<file path="src/rtl/rst_seq_ctrl.sv">
// rst_seq_ctrl: reset sequencing controller.
// Synchronizes the board reset, then releases NUM_OUTS active-low domain
// resets in order, STAGE_DELAY cycles apart. A software reset request is
// serviced with a 4-phase REQ/ACK handshake.
module rst_seq_ctrl #(
  parameter int NUM_OUTS    = 3,
  parameter int STAGE_DELAY = 4,
  parameter int SW_HOLD     = 8
) (
  input  logic                CLK,
  input  logic                RST,
  input  logic                SW_RST_REQ,
  output logic                SW_RST_ACK,
  output logic [NUM_OUTS-1:0] RST_OUT,
  output logic                ALL_RDY
);

  localparam int MAX_CNT = (STAGE_DELAY > SW_HOLD) ? STAGE_DELAY : SW_HOLD;
  localparam int CW      = $clog2(MAX_CNT + 1);
  localparam int IW      = (NUM_OUTS > 1) ? $clog2(NUM_OUTS) : 1;

  localparam logic [CW-1:0] STAGE_LAST = CW'(STAGE_DELAY - 1);
  localparam logic [CW-1:0] HOLD_LAST  = CW'(SW_HOLD - 1);
  localparam logic [IW-1:0] IDX_LAST   = IW'(NUM_OUTS - 1);

  typedef enum logic [1:0] {
    ST_SEQ,
    ST_RUN,
    ST_SW_HOLD,
    ST_SW_WAIT
  } state_t;

  logic [1:0]          r_sync;
  logic                w_rst_n_int;

  state_t              r_state,   w_state;
  logic [CW-1:0]       r_cnt,     w_cnt;
  logic [IW-1:0]       r_idx,     w_idx;
  logic [NUM_OUTS-1:0] r_rst_out, w_rst_out;
  logic                r_ack,     w_ack;
  logic                r_rdy,     w_rdy;

  // Release synchronizer: asserts asynchronously, releases after two CLK edges.
  // NOTE: the synchronizer output is only ever used as an asynchronous reset,
  // so assertion still reaches every flop without waiting for a clock.
  always_ff @(posedge CLK or negedge RST) begin
    if (!RST) r_sync <= '0;
    else      r_sync <= {r_sync[0], 1'b1};
  end

  assign w_rst_n_int = r_sync[1];

  // State, counters and registered outputs.
  // NOTE: sequential state uses non-blocking assignments so every flop
  // samples the pre-edge values, independent of statement order.
  always_ff @(posedge CLK or negedge w_rst_n_int) begin
    if (!w_rst_n_int) begin
      r_state   <= ST_SEQ;
      r_cnt     <= '0;
      r_idx     <= '0;
      r_rst_out <= '0;
      r_ack     <= 1'b0;
      r_rdy     <= 1'b0;
    end else begin
      r_state   <= w_state;
      r_cnt     <= w_cnt;
      r_idx     <= w_idx;
      r_rst_out <= w_rst_out;
      r_ack     <= w_ack;
      r_rdy     <= w_rdy;
    end
  end

  // Next-state and next-output logic.
  // NOTE: every variable gets its hold value first, so no path leaves one
  // unassigned and no latch is inferred.
  always_comb begin
    w_state   = r_state;
    w_cnt     = r_cnt;
    w_idx     = r_idx;
    w_rst_out = r_rst_out;
    w_ack     = r_ack;
    w_rdy     = r_rdy;

    case (r_state)
      ST_SEQ: begin
        if (r_cnt == STAGE_LAST) begin
          // Bits release strictly in order, so shifting in a one releases bit idx.
          w_rst_out = (r_rst_out << 1) | NUM_OUTS'(1);
          w_cnt     = '0;
          if (r_idx == IDX_LAST) begin
            w_idx   = '0;
            w_rdy   = 1'b1;
            w_state = ST_RUN;
          end else begin
            w_idx   = r_idx + 1'b1;
          end
        end else begin
          w_cnt = r_cnt + 1'b1;
        end
      end

      ST_RUN: begin
        if (SW_RST_REQ) begin
          w_rst_out = '0;
          w_rdy     = 1'b0;
          w_cnt     = '0;
          w_state   = ST_SW_HOLD;
        end
      end

      ST_SW_HOLD: begin
        if (r_cnt == HOLD_LAST) begin
          w_ack   = 1'b1;
          w_cnt   = '0;
          w_state = ST_SW_WAIT;
        end else begin
          w_cnt = r_cnt + 1'b1;
        end
      end

      ST_SW_WAIT: begin
        if (!SW_RST_REQ) begin
          w_ack   = 1'b0;
          w_idx   = '0;
          w_cnt   = '0;
          w_state = ST_SEQ;
        end
      end

      default: w_state = ST_SEQ;
    endcase
  end

  assign RST_OUT    = r_rst_out;
  assign SW_RST_ACK = r_ack;
  assign ALL_RDY    = r_rdy;

endmodule

</file>
<file path="config.mk">
export PLATFORM = sky130hd
export DESIGN_NAME = rst_seq_ctrl
export DESIGN_NICKNAME = d
export VERILOG_FILES = /design/src/rtl/rst_seq_ctrl.sv
export SDC_FILE = /design/constraint.sdc
export NUM_CORES = 1
export LEC_CHECK = 0
export BUFFER_PORTS_ARGS = -buffer_cell sky130_fd_sc_hd__clkbuf_2
export CAP_MARGIN = 5
export CORE_ASPECT_RATIO = 0.9
export CORE_MARGIN = 2
export CORE_UTILIZATION = 50
export CTS_CLUSTER_DIAMETER = 50
export DETAILED_ROUTE_END_ITERATION = 10
export PLACE_DENSITY = 0.74
export SKIP_LAST_GASP = 1
export SYNTH_ARGS = -nofsm -noshare
export SYNTH_HDL_FRONTEND = slang
export SYNTH_SLANG_ARGS = --single-unit
</file>
<file path="constraint.sdc">
create_clock -name CLK -period 1.9 [get_ports CLK]
set_clock_uncertainty 0.15 [all_clocks]
set_input_delay 0.475 -clock CLK [delete_from_list [all_inputs] [get_ports CLK]]
set_output_delay 0.475 -clock CLK [all_outputs]
set_load 0.02 [all_outputs]
</file>
==> flow_summary.json <==
{
  "drv_slew": 0,
  "clkSinkCount": 15,
  "hpwlAfterDp_mm": 1.23,
  "min_path_type": "reg -> async",
  "critPathMaxFanout": 4,
  "cts.htree.levels": 1,
  "grt_pass1_vias": 647,
  "grt_start_max_net_pins": 14,
  "cts_made_buffers": 3,
  "p_clk_share_pct": 12.1,
  "cts_max_path_buffers": 2,
  "seq_area_frac_synth_pct": 44.8,
  "vias": 661,
  "synth_edf_count": 0,
  "crit_path_start": "r_state[1]",
  "die-width_um": 47.2,
  "setup_viol": 0,
  "status": "finished, final reports clean",
  "p_total_mw": 1.54,
  "yosysTopAreaCell": "dfrtp_1",
  "max_freq_ghz": 0.553,
  "drtIter0Drc": 2,
  "power.density_nw_per_um2": 1580,
  "yosysUniqueCellTypes": 34,
  "die_y_um": 42.8,
  "area_growth_pct": 16.6,
  "postCtsSetupBuffers": 0,
  "final_cells": 123,
  "routedWlPerCell_um": 13.0,
  "final_common_cell": "dfrtp_1",
  "ys_warn_count": 0,
  "swShare_pct": 42.8,
  "worstMarginPinSlew_ps": 516,
  "port-buffer-count": 7,
  "cts_tree": "built",
  "setup_tns_ps": 0,
  "grt_pass1_wl_mm": 2.71,
  "yosys.area.top_type_share_pct": 44.8,
  "power.internal_mw": 0.880,
  "final_cell_mix": "dfrtp_1, o21ai_0, inv_1",
  "rsz0062_at_grt": "true",
  "peakVddDrop_v": 0.000770,
  "synthFlopType": "dfrtp_1",
  "synth.area.top_cells": "dfrtp_1, ha_1, o21ai_0",
  "num_antenna_cells": 0,
  "hold_viol": 0,
  "drtPass1Iterations": 4,
  "overflow": 0,
  "grt_usage_pct": 19.3,
  "design_area_sq_um": 977,
  "die_area_sq_um": 2020,
  "layout.nets": 109,
  "clk_pin_slew_ps": 90,
  "fp-row-count": 14,
  "dpl_cell_area_sq_um": 933,
  "layout_min_cycle_time_ps": 1810,
  "seqPwrFrac_pct": 33.4,
  "viasPerCell": 5.37,
  "cp.required_ps": 1940,
  "comb_power_share_pct": 54.5,
  "async_flop_share_pct": 100,
  "worstSetupStartpointType": "flip-flop",
  "synth-seq-cells": 15,
  "io_pins": 8,
  "synth_area_sq_um": 838,
  "syn_inst": 83,
  "whs_ps": 54.2,
  "p_leak_nw": 0.470,
  "drc": 0,
  "insertion_delay_ps": 290,
  "postSynthAreaPerCell_sq_um": 10.1,
  "initial_core_util_pct": 51.5,
  "crit_type": "reg -> reg",
  "drt-total-wl_mm": 1.60,
  "cp_data_arrival_time_ps": 1850,
  "syn_nets": 92,
  "antenna_found_initial": 0,
  "dp.cells": 118,
  "drtAntennaViolNets": 0,
  "relSlewSlack_pct": 65.6,
  "core_sq_um": 1630,
  "drv_cap": 0,
  "end_kind": "flip-flop",
  "p_sw_mw": 0.659,
  "reg2reg_from": "r_state[1]",
  "gp_congestion": 0.842,
  "drive_above_1_share_pct": 24.2,
  "root_buffer": "clkbuf_4",
  "finalCritPeriodShare_pct": 95.2
}
==> flip-flops by register name, summed over array words and instances, names as in the netlist <==
signal and count:
ALL_RDY 1, r_idx 2, r_cnt 4, r_sync 2, RST_OUT 3, r_state 2, SW_RST_ACK 1
==> layout make-up <==
class / instances / area [sq um]
Sequential cell: 15 / 375
Tap cell: 24 / 30.0
Clock buffer: 4 / 26.3
Multi-Input combinational cell: 57 / 422
Fill cell: 158 / 652
Inverter: 9 / 33.8
Timing Repair Buffer: 14 / 90.1
==> through the flow <==
| step | utilization, % | worst slack [ps] |
|---|---|---|
| after floorplan | - | 99.2 |
| after CTS | 59.5 | 90.8 |
| final | 60.0 | 91.6 |
| after global placement | 57.3 | 141 |
| after detailed placement | 57.3 | 120 |
| after global routing | 60.0 | -13.8 |
==> layer usage <==
metal | part of all wire, % | vias up | GRT usage [%] | wire length [um]
met5 | 0 | - | 0 | 0
met4 | 1.6 | 0 | 6.67 | 25
met3 | 3.9 | 5 | 7.66 | 63
met2 | 49 | 12 | 31.2 | 780
met1 | 46 | 317 | 22.5 | 734
li1 | - | 327 | - | -
==> final timing paths <==
| path | cells after the start | slack (ps) | to |
|---|---|---|---|
| setup / recovery | 6 | 90 | r_state[1] |
| hold / removal | 0 | 50 | RST_OUT[2] |
| setup reg to reg | 6 | 90 | r_state[1] |
| hold reg to reg | 0 | 50 | RST_OUT[2] |
| max in group asynchronous | 2 | 1170 | r_sync[1] |
| min in group CLK | 0 | 210 | r_sync[1] |
==> critical path: stages (launching register included) <==
cell and delay [ps]:
dfrtp_1 400, inv_1 100, ha_1 200, mux2_2 300
a21oi_2 140, nand3_2 110, mux2_4 300
==> power groups by stage <==
stage,sequential [mW],combinational [mW],clock [mW]
5_1_grt,0.532,0.930,0.206
3_5_place_dp,0.522,0.830,0
3_3_place_gp,0.516,0.798,0
6_report,0.514,0.839,0.186
2_1_floorplan,0.547,0.552,0
4_1_cts,0.515,0.843,0.191
==> cells in the mapped netlist, types with 2 or more instances <==
master / instances
nor2_1: 3
a21oi_1: 2
nand2b_1: 2
o21ai_0: 10
a21oi_2: 2
dfrtp_1: 15
inv_1: 9
ha_1: 6
nand2_1: 7
mux2i_1: 3
==> repair_timing <==
action	4_1_cts	5_1_grt
resized for setup	0	2
endpoints found under the setup margin	0	3
hold endpoints to repair	2	0
hold buffers	1	0
==> kinds of logic after synthesis <==
kind of cell    share of synthesized area (%)
compound gates                           17.5
other cells                             0.447
xor+xnor                                 1.04
buf+inv                                  5.82
fa+ha+maj                                8.95
mux                                      6.72
simple gates                             14.8
flops                                    44.8
Note: power is estimated with default switching activity, not from simulation.
